File: src/rtl/uart_tx_frame_ctrl.sv
// UART transmit framer: start, DATA_WIDTH data bits LSB first, optional parity, stop bit(s).
// Define UART_TX_TWO_STOP_EN to stretch STOP to two bit times.
//
// state  | meaning
// IDLE   | line high, waiting for Data_Valid
// START  | start bit on the line, parity calculator enabled
// DATA   | data bits shifting out LSB first
// PARITY | sampled par_bit on the line
// STOP   | stop bit(s) on the line
module uart_tx_frame_ctrl #(
  parameter int DATA_WIDTH = 8,
  parameter int CNT_W      = 4
) (
  input  logic                  CLK,
  input  logic                  RST,
  input  logic [DATA_WIDTH-1:0] P_DATA,
  input  logic                  Data_Valid,
  input  logic                  PAR_EN,
  input  logic                  par_bit,
  output logic                  par_calc_en,
  output logic                  TX_OUT,
  output logic                  Busy
);

  typedef enum logic [2:0] {
    IDLE   = 3'd0,
    START  = 3'd1,
    DATA   = 3'd2,
    PARITY = 3'd3,
    STOP   = 3'd4
  } state_t;

  localparam logic [CNT_W-1:0] LAST_BIT = CNT_W'(DATA_WIDTH - 1);

  state_t                state;
  logic [DATA_WIDTH-1:0] shift_reg;
  logic [DATA_WIDTH-1:0] shift_nxt;
  logic [CNT_W-1:0]      bit_cnt;
  logic                  par_en_q;
`ifdef UART_TX_TWO_STOP_EN
  logic                  stop_left;
`endif

  assign shift_nxt = shift_reg >> 1;

  always_ff @(posedge CLK or negedge RST) begin
    if (!RST) begin
      state       <= IDLE;
      TX_OUT      <= 1'b1;
      Busy        <= 1'b0;
      par_calc_en <= 1'b0;
      bit_cnt     <= '0;
      shift_reg   <= '0;
      par_en_q    <= 1'b0;
`ifdef UART_TX_TWO_STOP_EN
      stop_left   <= 1'b0;
`endif
    end else begin
      par_calc_en <= 1'b0;
      case (state)
        IDLE: begin
          TX_OUT <= 1'b1;
          Busy   <= 1'b0;
          if (Data_Valid) begin
            shift_reg   <= P_DATA;
            par_en_q    <= PAR_EN;
            TX_OUT      <= 1'b0;
            Busy        <= 1'b1;
            par_calc_en <= 1'b1;
            state       <= START;
          end
        end
        START: begin
          TX_OUT  <= shift_reg[0];
          bit_cnt <= '0;
          state   <= DATA;
        end
        DATA: begin
          shift_reg <= shift_nxt;
          bit_cnt   <= bit_cnt + 1'b1;
          if (bit_cnt == LAST_BIT) begin
            // par_bit is looked at on this edge only; later changes cannot reach the line
            if (par_en_q) begin
              TX_OUT <= par_bit;
              state  <= PARITY;
            end else begin
              TX_OUT <= 1'b1;
              state  <= STOP;
`ifdef UART_TX_TWO_STOP_EN
              stop_left <= 1'b1;
`endif
            end
          end else begin
            TX_OUT <= shift_nxt[0];
          end
        end
        PARITY: begin
          TX_OUT <= 1'b1;
          state  <= STOP;
`ifdef UART_TX_TWO_STOP_EN
          stop_left <= 1'b1;
`endif
        end
        STOP: begin
          TX_OUT <= 1'b1;
`ifdef UART_TX_TWO_STOP_EN
          if (stop_left) begin
            stop_left <= 1'b0;
          end else begin
            Busy  <= 1'b0;
            state <= IDLE;
          end
`else
          Busy  <= 1'b0;
          state <= IDLE;
`endif
        end
        default: begin
          TX_OUT <= 1'b1;
          Busy   <= 1'b0;
          state  <= IDLE;
        end
      endcase
    end
  end

endmodule
File: config.mk
export PLATFORM = sky130hd
export DESIGN_NAME = uart_tx_frame_ctrl
export DESIGN_NICKNAME = d
export VERILOG_FILES = /design/src/rtl/uart_tx_frame_ctrl.sv
export SDC_FILE = /design/constraint.sdc
export NUM_CORES = 1
export LEC_CHECK = 0
export ABC_AREA = 1
export CAP_MARGIN = 0
export CORE_ASPECT_RATIO = 1.2
export CORE_UTILIZATION = 50
export CTS_CLUSTER_SIZE = 30
export DETAILED_ROUTE_END_ITERATION = 8
export GPL_TIMING_DRIVEN = 0
export HOLD_SLACK_MARGIN = 0.1
export PLACE_DENSITY_LB_ADDON = 0.08
export SLEW_MARGIN = 20
export SYNTH_ARGS = -nofsm -noshare
export SYNTH_HDL_FRONTEND = slang
export SYNTH_SLANG_ARGS = --single-unit
File: constraint.sdc
create_clock -name CLK -period 2.71 [get_ports CLK]
set_input_delay 0.542 -clock CLK [delete_from_list [all_inputs] [get_ports CLK]]
set_output_delay 0.542 -clock CLK [all_outputs]
set_load 0.01 [all_outputs]
# Word level (Yosys, flattened, before mapping)
# Index checks and enable logic that the tools add are counted.
# classes
mux	14
n_eq_ne	6
n_reduce_logical	7
add_sub_neg	1
# ops
operator	n
case mux 8 bit (2 select lines)	1
case mux 3 bit (4 select lines)	1
2-to-1 mux 3 bit	3
2-to-1 mux 8 bit	1
case mux 4 bit (2 select lines)	1
equality test 3 x 2 -> 1 bit, second input constant	2
AND reduction 2 bit	3
2-to-1 mux 1 bit	5
adder 4 x 1 -> 4 bit, second input constant	1
equality test 4 x 3 -> 1 bit, second input constant	1
!= test 2 bit, second input constant	2
nonzero test 2 bit	2
equality test 3 x 1 -> 1 bit, second input constant	1
zero test 3 bit	1
case mux 1 bit (3 select lines)	1
OR reduction 3 bit	1
case mux 1 bit (2 select lines)	1
# totals
wordCells	35
out_inout_bits	3
register_bits	19
inputBits	13

# Logic depth before layout (Yosys ltp)
# logic_depth
depth_word	3
depth_mapped	7
depth_no_buf	6

# Least setup slack after synthesis
# Ideal clock, no wire load.
# synth_timing
kind	register to register
from	register bit_cnt[0]
to	register state[0]
path_slack_ps	1587
n_path_buf	0
setup_time_ps	126
stages_incl_launch_ff	6
t_required_ps	2584
t_arrival_ps	997
period_less_slack_ps	1123
path_cell_list	dfrtp_1 > ha_1 > nand2_1 > nor2_1 > o21ai_0 > nor2_1
# synth_between
elab_chain_cells	3
# synth_rtl
element	line	rtl
start, declared	38	logic [CNT_W-1:0] bit_cnt;
start signal, assigned	80	bit_cnt <= bit_cnt + 1'b1;
equality test 4 x 3 -> 1 bit	81	if (bit_cnt == LAST_BIT) begin
!= test 2 bit (no source line)	--	
AND reduction 2 bit (no source line)	--	
end signal, assigned	76	state <= DATA;
end signal, assigned	85	state <= PARITY;
end signal, assigned	88	state <= STOP;
end, declared	35	state_t state;
# Every way passes these cells.
# A chain may end at the register's enable or synchronous reset.

# Final worst setup path
# layout_timing
from	register TX_OUT
to	output TX_OUT
# layout_rtl
element	line	rtl
start, declared	21	output logic TX_OUT,
start signal, assigned	74	TX_OUT <= shift_reg[0];
start signal, assigned	84	TX_OUT <= par_bit;
start signal, assigned	94	TX_OUT <= shift_nxt[0];
# No word-level cell between the ends.

==> results.cfg <==
[global_route]
antenna_found_initial = 0
grt_pass1_vias = 888
grt_usage = 0.2241
grt_pass1_wl_um = 3629
grt-ovfl-total = 0
grt_max_degree = 20

[finish]
area_growth_pct = 20.30
fin_util = 0.6450
instances_no_fill = 166
largest_reg_flops = 8
drive_gt1_frac = 0.1020
final_nets = 162
antennaDiodeCount = 0

[floorplanning]
coreArea_um2 = 1851
die_x_um = 42.67
initial_core_util = 0.5362
dieArea_um2 = 2167
io_pins = 16
die_h_um = 50.80
placementRows = 17

[setup_path]
cp_slowest_stage_delay_ns = 0.53
r2r_start = state[0]
slowest_stage = dfstp_2
end_kind = output port
critical-path-top-delay-family = flip-flops
start_kind = flop
crit_arrival_ns = 1.35
crit_type = flop to output port
crit_chain = clkdlybuf4s50_1
path_max_fanout = 1
worst_ep_required_time_ns = 2.17
cp_num_buf_inv = 1
r2r_slack_ns = 1.44
worstSetupStartpoint = TX_OUT

[synth]
synth_seq_cells = 19
synth_area_per_cell_um2 = 7.752
syn_area_um2 = 992.2
yosysWarnings = 0
syn_nets = 142
yosysUniqueCellTypes = 19
synth_seq_area_share = 0.4805
syn_inst = 128

[power_and_ir_drop]
p_leak_nw = 0.6175
ir_drop_mv = 0.7243
powerDensity_nw_per_um2 = 1154

[min_path]
holdCritStartpoint = bit_cnt[0]
hold_class = flop to flop

[timing]
period_needed_ns = 1.896
worst_slew_margin_rel = 0.4507
holdWs_ns = 0.5186
report.final.hold_viol_count = 0
fin_crit_sh = 0.6995
rsz0062_at_grt = no
clock_skew_ns = 0.005344
setup_viol = 0
fmax_ghz = 0.5275
maxSlewViolCount = 0
tightest_slew_ns = 0.8214
setup_tns_ns = 0

[run_status]
status = completed

[cts]
cts.clk_slew.worst_paths_ns = 0.11
clkSinkCount = 19
cts_resized = 0
clock_path_buffers = 2
hold_buffers = 0
htree_levels = 1
cts_tree = yes
cts_setup_buffers = 0
clock_latency_ns = 0.30
cts_made_buffers = 3
clockRootBuffer = clkbuf_4

[detailed_routing]
vias = 867
drc = 0
via_per_inst = 5.223
routedWlPerCell_um = 11.59
drt_iter0_drc = 26
detail_route.wirelength_um = 1924
ant_nets = 0
drtPass1Iterations = 4

[placement]
io_buffers = 15
dp.cells = 162
hpwl_um = 1403
gp_congestion = 0.8008

[flow_run]
max_cap_viol_count = 0
-- cells in the mapped netlist --
cell      count  area [um2]
nor2_1       13       48.80
o21bai_1      2       15.01
dfrtp_1      18       450.4
inv_2         3       11.26
o21ai_1       2       10.01
inv_1         7       26.28
buf_6         1       11.26
nor2_2        1       6.260
buf_8         1       15.01
nand3_4       1       17.52
nand3_2       1       10.01
buf_4         1       7.510
a21oi_1       2       10.01
o21ai_0       4       20.02
nor2_4        1       11.26
dfstp_2       1       26.28
nand3_1      22       110.1
nand2_1      46       172.7
ha_1          1       12.51
-- kinds of logic (layout without fill, tap and decap cells) --
group                    count (synthesis)  in the layout  share of synthesized area
AND/OR/NAND/NOR                         85             85                     0.3796
flip-flops                              19             19                     0.4805
buffers and inverters                   13             32                    0.07188
AO/OA/AOI/OAI                           10             10                    0.05548
adder cells (fa/ha/maj)                  1              1                    0.01261
-- where the power goes --
part / internal (mW) / switching (mW)
logic: 0.286 / 0.419
clock network: 0.0551 / 0.0897
registers: 0.425 / 0.103
-- per-layer routing --
| layer | track usage | routed length [um] |
|---|---|---|
| met5 | 0 | 0 |
| met4 | 0.1302 | 36 |
| met3 | 0.02158 | 51 |
| met2 | 0.3611 | 888 |
| met1 | 0.2890 | 947 |
-- path summary, 6_finish.rpt --
path / to / cells after the start
min in group asynchronous: state[2] / 1
max in group asynchronous: shift_reg[5] / 1
min: bit_cnt[0] / 1
max reg2reg: shift_reg[6] / 7
max: TX_OUT / 1
min reg2reg: bit_cnt[0] / 1
-- stage by stage --
step	power [mW]	worst slack (ns)	cell area [um2]
floorplan	1.043	1.587	992.2
global placement	1.220	1.080	1166
detailed placement	1.239	1.075	1166
CTS	1.384	0.8082	1194
global route	1.525	0.7781	1194
finish	1.378	0.8144	1194
-- cell type report --
type	count	area (um2)
buffer	3	33.78
clock inverter	1	5.005
inverter	10	37.54
fill	166	656.9
sequential	19	476.7
timing repair buffer	15	150.1
tap	19	23.77
clock buffer	3	22.52
multi-input combinational	96	444.2
-- layout by cell type, fill, tap and decap left out, drive strengths merged --
cell	n
a21oi	2
buf	3
clkbuf	3
clkdlybuf4s50	15
clkinv	1
dfrtp	18
dfstp	1
ha	1
inv	10
nand2	46
nand3	24
nor2	15
o21ai	6
o21bai	2
(Power assumes the default switching activity.)
==> edit (same settings) <==
Build with the macro `UART_TX_TWO_STOP_EN` defined.
--- a/src/rtl/uart_tx_frame_ctrl.sv
+++ b/src/rtl/uart_tx_frame_ctrl.sv
@@ -9,2 +9,4 @@
 // STOP   | stop bit(s) on the line
+`define UART_TX_TWO_STOP_EN
+
 module uart_tx_frame_ctrl #(
Behaviour: same outputs for any inputs over 10 cycles, from zero or initial values and one cycle with RST low; that may be too few to reach the edited logic, so the function may still have changed.
==> edit against the unedited design <==
- sequential cell count grew 1
- critical endpoint unchanged
- cell area grew 1.5%
- synthesized cell count shrank 2.3%
- setup slack gained 0.0057 ns
- total power shrank 6.3%
- area after synthesis grew 0.88%
- sequential power is essentially flat
- wire length shrank 0.10%
==> edit: results (changes against the unedited design) <==
metal2 WL: 982 um (+11%)
reg-to-reg slack, setup: 1.40 ns (-0.04 ns)
critical path peak fanout: 1 (unchanged)
Mean Syn Cell Area: 8.01 um2 (+3.3%)
met1 wire length: 831 um (-12%)
H-tree depth: 1 (unchanged)
Slew headroom: 40.1% (-4.9 points)
PostCTS Resize Cnt: 0 (unchanged)
final wirelength: 1920 um (-0.10%)
maximum clock rate: 0.529 GHz (+0.30%)
First DRT Iteration DRCs: 8 (-69%)
routability-driven placement congestion ratio: 0.882 (+10%)
routed len/inst: 11.8 um (+1.7%)
Post-Place Worst Slack: 1.03 ns (-0.0462 ns)
gr usage total: 21.5% (-0.90 points)
met3 WL: 69 um (+35%)
layout cells sized above 1: 12.5% (+2.3 points)
post-synthesis sequential area ratio: 50.1% (+2.1 points)
top cells by area, synth: dfrtp_1 (48%), nand2_1 (19%), o21ai_1 (5.5%), inv_1 (4.1%), nand3_1 (3.0%)
global-route wire length before repair: 3470 um (-4.4%)
via/cell ratio: 5.01 (-4.0%)
leakage power: 0.000628 uW (+1.7%)
vias in the first global route: 824 (-7.2%)
Post-synth top cells: nand2_1 (51), dfrtp_1 (19), inv_1 (11), o21ai_1 (11), nand3_1 (6)
Max rail drop VDD: 498 uV (-31%)
number of filler cells placed in the layout: 171 (+3.0%)
worst hold path cell count: 2 (+1)
status: complete, no violations
DP HPWL: 1410 um (+0.67%)
post-synth cell types: 21 (+2)
top_reg_cell synth: dfrtp_1
tightest hold margin: 0.492 ns (-0.0262 ns)
skew final: 0.00452 ns (-0.000820 ns)
maximum number of pins on one net before global-route repair: 21 (+5.0%)
Root Buffer Master: clkbuf_4
Detailed Routing Iterations Pass 1: 4 (unchanged)
Reg2Reg Depth: 6 (-1)
R2R Path Start: state[2]
post-synth net total: 139 (-2.1%)
hold path startpoint: Busy
[edit: final timing paths]
| path | end |
|---|---|
| worst max-delay path | TX_OUT |
| worst min-delay path | Busy |
| worst max register to register | shift_reg[5] |
| worst min register to register | Busy |
| max in group asynchronous | shift_reg[0] |
| min in group asynchronous | state[0] |
[edit: cells by family after synthesis]
| family | after synthesis | synth area share, % |
|---|---|---|
| DFF | 20 | 50.1 |
| buffers and inverters | 16 | 7.50 |
| xor gates and xnor gates | 2 | 1.75 |
| and+or+nand+nor | 72 | 31.6 |
| adders and majority gates | 1 | 1.25 |
| AOI/OAI and AO/OA | 14 | 7.75 |
[edit: metrics by stage]
stage | power (uW) | cell area [um2]
after CTS | 1300 | 1210
after detailed placement | 1130 | 1170
final | 1290 | 1210
after floorplan | 955 | 1000
after global placement | 1100 | 1170
after global routing | 1410 | 1210
[edit: report_power, final]
group          leakage (uW)  switching (uW)  internal (uW)  total (uW)
logic              0.000355             351            239         589
registers          0.000252            91.0            435         526
clock network     0.0000210            94.6           82.0         177
total              0.000628             536            755        1290
[edit: cell type report]
type | count | area [um2] | share of cell area (%)
Buffer | 2 | 22.5 | 1.86
Clock buffer | 4 | 36.3 | 3.00
Inverter | 14 | 52.6 | 4.34
Multi-Input combinational cell | 89 | 424 | 35.0
Sequential cell | 20 | 502 | 41.4
Tap cell | 19 | 23.8 | 1.96
Timing Repair Buffer | 15 | 150 | 12.4
[edit: worst reg2reg max path, cell delays in order, from the launching register on]
cell and delay [ns]:
dfrtp_1 0.44, nor2_2 0.27, nand3_2 0.16, nand2_2 0.11, buf_6 0.14, nand2_1 0.06, o21ai_1 0.07
[edit: layer usage]
layer,global-route usage [%],vias up
li1,-,429
met1,25.9,369
met2,36.9,15
met3,3.18,4
met4,10.9,0
met5,0,-
